### src/rtl/iter_divider.sv
// Iterative restoring divider, one quotient bit per enabled clock.
// Define DIV_FLOOR_EN for Euclidean signed results (0 <= rem < |y|).
module iter_divider #(
    parameter int W = 32
) (
    input  logic         clk,
    input  logic         rst,
    input  logic         ce,
    input  logic         run,
    input  logic         sgn,
    input  logic [W-1:0] x,
    input  logic [W-1:0] y,
    output logic         stall,
    output logic [W-1:0] quot,
    output logic [W-1:0] rem,
    output logic         dz
);
    localparam int CW = $clog2(W) + 1;

    typedef enum logic [1:0] {IDLE, BUSY, DONE} state_t;

    state_t        state_q, state_d;
    logic [CW-1:0] cnt_q, cnt_d;
    logic [W-1:0]  dvd_q, dvd_d;
    logic [W-1:0]  dvs_q, dvs_d;
    logic [W-1:0]  pr_q, pr_d;
    logic          sx_q, sx_d, sy_q, sy_d, sgn_q, sgn_d;
    logic [W-1:0]  quot_q, quot_d, rem_q, rem_d;
    logic          dz_q, dz_d;

    logic [W:0]    sh, diff;
    logic          qbit;
    logic [W-1:0]  pr_nxt, q_nxt;
    logic [W-1:0]  qs, rs;
    logic [W-1:0]  xmag, ymag;

    assign xmag = (sgn && x[W-1]) ? (~x + 1'b1) : x;
    assign ymag = (sgn && y[W-1]) ? (~y + 1'b1) : y;

    // one restoring step: W+1-bit trial subtract, borrow means restore
    always_comb begin
        sh     = {pr_q, dvd_q[W-1]};
        diff   = sh - {1'b0, dvs_q};
        qbit   = ~diff[W];
        pr_nxt = qbit ? diff[W-1:0] : sh[W-1:0];
        q_nxt  = {dvd_q[W-2:0], qbit};
    end

    always_comb begin
        qs = q_nxt;
        rs = pr_nxt;
        if (sgn_q) begin
            qs = (sx_q ^ sy_q) ? (~q_nxt + 1'b1) : q_nxt;
            rs = sx_q ? (~pr_nxt + 1'b1) : pr_nxt;
`ifdef DIV_FLOOR_EN
            if (sx_q && (pr_nxt != '0)) begin
                rs = dvs_q - pr_nxt;
                qs = sy_q ? (qs + 1'b1) : (qs - 1'b1);
            end
`endif
        end
    end

    always_comb begin
        state_d = state_q;
        cnt_d   = cnt_q;
        dvd_d   = dvd_q;
        dvs_d   = dvs_q;
        pr_d    = pr_q;
        sx_d    = sx_q;
        sy_d    = sy_q;
        sgn_d   = sgn_q;
        quot_d  = quot_q;
        rem_d   = rem_q;
        dz_d    = dz_q;
        if (ce) begin
            case (state_q)
                IDLE: begin
                    if (run) begin
                        dvd_d = xmag;
                        dvs_d = ymag;
                        sx_d  = sgn & x[W-1];
                        sy_d  = sgn & y[W-1];
                        sgn_d = sgn;
                        pr_d  = '0;
                        cnt_d = CW'(W);
                        if (y == '0) begin
                            quot_d  = '1;
                            rem_d   = x;
                            dz_d    = 1'b1;
                            state_d = DONE;
                        end else begin
                            dz_d    = 1'b0;
                            state_d = BUSY;
                        end
                    end
                end
                BUSY: begin
                    dvd_d = q_nxt;
                    pr_d  = pr_nxt;
                    cnt_d = cnt_q - 1'b1;
                    if (cnt_q == CW'(1)) begin
                        quot_d  = qs;
                        rem_d   = rs;
                        state_d = DONE;
                    end
                end
                DONE:    state_d = IDLE;
                default: state_d = IDLE;
            endcase
        end
    end

    always_ff @(posedge clk or negedge rst) begin
        if (!rst) begin
            state_q <= IDLE;
            cnt_q   <= '0;
            dvd_q   <= '0;
            dvs_q   <= '0;
            pr_q    <= '0;
            sx_q    <= 1'b0;
            sy_q    <= 1'b0;
            sgn_q   <= 1'b0;
            quot_q  <= '0;
            rem_q   <= '0;
            dz_q    <= 1'b0;
        end else begin
            state_q <= state_d;
            cnt_q   <= cnt_d;
            dvd_q   <= dvd_d;
            dvs_q   <= dvs_d;
            pr_q    <= pr_d;
            sx_q    <= sx_d;
            sy_q    <= sy_d;
            sgn_q   <= sgn_d;
            quot_q  <= quot_d;
            rem_q   <= rem_d;
            dz_q    <= dz_d;
        end
    end

    assign stall = run & (state_q != DONE);
    assign quot  = quot_q;
    assign rem   = rem_q;
    assign dz    = dz_q;

endmodule

### config.mk
export PLATFORM = sky130hd
export DESIGN_NAME = iter_divider
export DESIGN_NICKNAME = d
export VERILOG_FILES = /design/src/rtl/iter_divider.sv
export SDC_FILE = /design/constraint.sdc
export NUM_CORES = 1
export LEC_CHECK = 0
export CAP_MARGIN = 20
export CELL_PAD_IN_SITES_DETAIL_PLACEMENT = 1
export CELL_PAD_IN_SITES_GLOBAL_PLACEMENT = 2
export CORE_ASPECT_RATIO = 1.1
export CORE_MARGIN = 5
export CORE_UTILIZATION = 30
export CTS_BUF_LIST = sky130_fd_sc_hd__clkbuf_16
export CTS_CLUSTER_DIAMETER = 200
export DETAILED_ROUTE_END_ITERATION = 16
export PLACE_DENSITY = 0.84
export SETUP_SLACK_MARGIN = 0.02
export SLEW_MARGIN = 25
export SYNTH_ARGS = -nofsm -noshare
export SYNTH_HDL_FRONTEND = slang
export SYNTH_SLANG_ARGS = --single-unit
export TNS_END_PERCENT = 10
### constraint.sdc
create_clock -name clk -period 8.01 [get_ports clk]
set_input_delay 2.403 -clock clk [delete_from_list [all_inputs] [get_ports clk]]
set_output_delay 2.403 -clock clk [all_outputs]
set_load 0.02 [all_outputs]
# Word-level counts from Yosys, hierarchy flattened
# Cells that the tools add are included.
# op_classes
addsub	6
eq_ne	6
mux	26
bitwise	9
n_reduce_logical	9
# ops
operator	count
$mux W32	15
$pmux W32 S2	4
$add A32 B1 Y32 const B	4
$not A32 Y32	4
$sub A33 B32 Y33	1
$logic_not A32 Y1	1
$pmux W6 S2	1
$reduce_and A3 Y1	3
$ne A2 B2 Y1 const B	4
$eq A6 B1 Y1 const B	1
$mux W2	3
$mux W6	1
$sub A6 B1 Y6 const B	1
$reduce_and A5 Y1	1
$pmux W2 S2	1
$and A1 B1 Y1	3
$eq A2 B1 Y1 const B	1
$logic_and A1 B1 Y1	2
$logic_not A2 Y1	1
$reduce_bool A2 Y1	1
$mux W1	1
$not A1 Y1	1
$xor A1 B1 Y1	1
# word_totals
register_bits	172

# Depth between registers and ports, before layout
# logic_depth
word_depth	8
ltp_mapped	21
ltp_nobuf	19

# Least setup slack after synthesis
# Ideal clock, no wire load.
# synth_timing
path_type	input to register
startpoint	input port x[8]
endpoint	register dvd_q[29]
arrival_time_ps	5258
t_required_ps	7881
path_slack_ps	2623
path_stages	11
cell_sequence	or3_4 > or3_4 > or3_1 > or3_4 > or4_4 > or4_4 > o41ai_2 > xor2_1 > nor2_1 > a21oi_1 > o21ai_1
# synth_between
elab_chain_cells	5
# synth_rtl
item	line	source
start, declared	11	input logic [W-1:0] x,
$not A32 Y32	37	assign xmag = (sgn && x[W-1]) ? (~x + 1'b1) : x;
$add A32 B1 Y32	37	
$mux W32	37	
$mux W32	79	if (run) begin
$pmux W32 S2	77	case (state_q)
end signal, assigned	130	dvd_q <= dvd_d;
end, declared	24	logic [W-1:0] dvd_q, dvd_d;
# No other way between the ends. The select of a mux whose other input is x is not followed.
# A chain may end at the register's enable or synchronous reset.

# Worst setup path after layout
# layout_timing
startpoint	input port run
endpoint	output port stall
# layout_between
elab_chain_cells	1
# layout_rtl
item	line	source
start, declared	9	input logic run,
$and A1 B1 Y1	142	assign stall = run & (state_q != DONE);
end, declared	13	output logic stall,
# No other way between the ends.

==> qor.yml <==
outcome:
  outcome: "complete, no violations"
setup_path:
  crit_chain: "clkdlybuf4s50_1 -> a21boi_0 -> clkdlybuf4s50_1"
  cpMostUsedCell: "clkdlybuf4s50_1"
  worstPathArrival_ps: 3770
  cp.required_ps: 5610
  crit_path_start_kind: "input port"
  slowest_delay_ps: 630
  path_max_fanout: 5
  crit_path_end_kind: "output pin"
  cpMaxStageDelayCell: "clkdlybuf4s50_1"
  worst-setup-path-type: "in2out"
place:
  dp_hpwl_mm: 30.7
  gp_congestion: 0.896
  port_buffers: 134
  dp_cells: 2083
clock_tree:
  postCtsSetupRepairBufs: 0
  clockRootBuffer: "clkbuf_16"
  cts_resized: 0
  cts_buffer_depth: 2
  cts_buffers: 17
  postCtsHoldBufs: 0
  h-tree-depth: 4
  cts_sinks: 172
  cts_tree: "done"
  clkLatencyLatePin_ps: 440
  clkTransAtPathRegs_ps: 70
sta:
  slew_headroom_pct: 31.0
  finalSetupViolations: 0
  worstMarginPinSlew_ps: 1020
  hold_viol_final: 0
  rsz0062_at_grt: "false"
  maxSlewViolCount: 0
  layout_min_cycle_time_ps: 6180
  fin_crit_sh_pct: 77.1
  max_freq_mhz: 162
  tns_ps: 0
  finClkSkew_ps: 7.96
logic_synthesis:
  async_flop_share_pct: 100
  synthesis.nets: 1623
  seq_area_frac_synth_pct: 35.6
  ys.warnings.count: 0
  synth_edf_count: 0
  netlist_area_um2: 12100
  synth_area_per_cell_um2: 7.99
  ys.flop_type: "dfrtp_1"
  synthCells: 1515
  yosys_register_bits: 172
  ys_types: 74
final_layout:
  mostFrequentLayoutCells: "nand2_1, dfrtp_1, o21ai_0, a21oi_1, nor2_1"
  final_common_cell: "nand2_1"
  fin_nets: 1697
  layout.cells.non_filler: 2114
  num_antenna_cells: 0
  area_growth_pct: 19.1
  drive_above_1_share_pct: 4.31
route:
  routedWlPerCell_um: 18.8
  first_iter_violations: 545
  via_per_inst: 5.29
  vias: 11200
  first_pass_iters: 5
  ant_nets: 0
  drt-total-wl_mm: 39.8
  drc: 0
global_routing:
  antenna_found_initial: 1
  grt_first_pass_wirelength_mm: 64.6
  grt-ovfl-total: 0
  grt_pass1_vias: 11700
  grt_usage_pct: 17.9
  grt_max_degree: 97
power_and_ir_drop:
  max-vdd-ir-drop_uv: 190
  powerDensity_nw_per_um2: 531
  finalPower_mw: 7.66
  power.leakage_nw: 5.83
job:
  maxCapViolations: 0
worst_hold_path:
  holdCritPathClass: "reg2reg"
die:
  core_um2: 40100
  die_height_um: 221
  dieArea_um2: 44500
  initial_core_util_pct: 30.2
  io_pins: 135
  row_count: 77
  floorplan.die.width_um: 202
-- cell usage after synthesis (11+ instances only) --
cell	number	area share [%]
a22oi_1	15	0.93
or3_1	21	1.1
xnor2_1	80	5.8
nor3_1	31	1.3
mux2i_1	22	1.8
dfrtp_1	172	36
nor4_1	18	0.93
nand3_1	25	1.0
o31ai_1	24	1.5
xor2_1	58	4.2
nand2_1	194	6.0
and3_1	13	0.67
a31oi_1	38	2.0
o21ai_0	170	7.0
nand4_1	12	0.62
clkbuf_1	72	2.2
buf_2	11	0.45
nand2b_1	12	0.62
ha_1	38	3.9
a21oi_1	143	5.9
nor2_1	143	4.4
inv_1	50	1.6
o21a_1	13	0.81
-- report_power, final --
group / leakage [nW] / switching [mW] / internal, mW
sequential: 2.09 / 0.406 / 1.28
clock: 0.275 / 0.378 / 0.458
combinational: 3.47 / 3.23 / 1.90
-- logic make-up (layout without fill, tap and decap cells) --
| group | after synthesis | in the layout | synth area share (%) |
|---|---|---|---|
| AOI/OAI and AO/OA | 489 | 489 | 24.3 |
| adders and majority gates | 39 | 39 | 4.09 |
| and+or+nand+nor | 513 | 513 | 19.7 |
| buffers and inverters | 141 | 227 | 4.55 |
| xor gates and xnor gates | 138 | 138 | 9.99 |
| DFF | 172 | 172 | 35.6 |
| muxes | 23 | 23 | 1.91 |
-- per-layer routing --
layer,up-vias,part of all wire [%],GRT usage (%)
met5,-,0,0
met4,0,1.1,3.53
met3,29,3.0,2.32
met2,192,47,30.6
met1,5416,49,24.6
li1,5543,-,-
-- final cells by class --
cell class	count	area (um^2)
inverters	51	191
multi-input cells	1202	7270
well taps	513	642
repair buffers	145	1440
flip-flops and latches	172	4300
fillers	4854	25700
clock inverters	14	148
clock buffers	17	425
-- path summary, 6_finish.rpt --
path | depth (start not counted) | slack [ps] | to | startpoint
worst max-delay path | 3 | 1830 | stall | run
worst min-delay path | 2 | 480 | dvs_q[4]$_DFFE_PN0P_ | dvs_q[4]$_DFFE_PN0P_
worst max register to register | 18 | 2210 | rem[30]$_DFFE_PN0P_ | dvd_q[31]$_DFFE_PN0P_
worst min register to register | 2 | 480 | dvs_q[4]$_DFFE_PN0P_ | dvs_q[4]$_DFFE_PN0P_
max in group asynchronous | 2 | 4830 | dvs_q[30]$_DFFE_PN0P_ | rst
min in group asynchronous | 1 | 1930 | quot[6]$_DFFE_PN0P_ | rst
-- critical path: cells and delay by family --
kind / cells / cell delay, ps
buffers and inverters: 2 / 1180
AO/OA/AOI/OAI: 1 / 190
-- state kept, by name (all words and copies together), names as in the netlist, 2 cells and up --
| signal | cells |
|---|---|
| dvd_q | 32 |
| dvs_q | 32 |
| pr_q | 32 |
| quot | 32 |
| rem | 32 |
| cnt_q | 6 |
| state_q | 2 |
-- through the flow --
step / cell area, um^2 / setup slack [ps] / hold WS (ps) / utilization, %
global placement: 13800 / 1740 / 464 / 34.5
CTS: 14400 / 1830 / 486 / 36.0
global route: 14400 / 1740 / 512 / 36.0
detailed placement: 13800 / 1640 / 471 / 34.5
floorplan: 12100 / 2620 / 450 / -
finish: 14400 / 1830 / 477 / 36.0
Power figures use the tool's default switching activity.
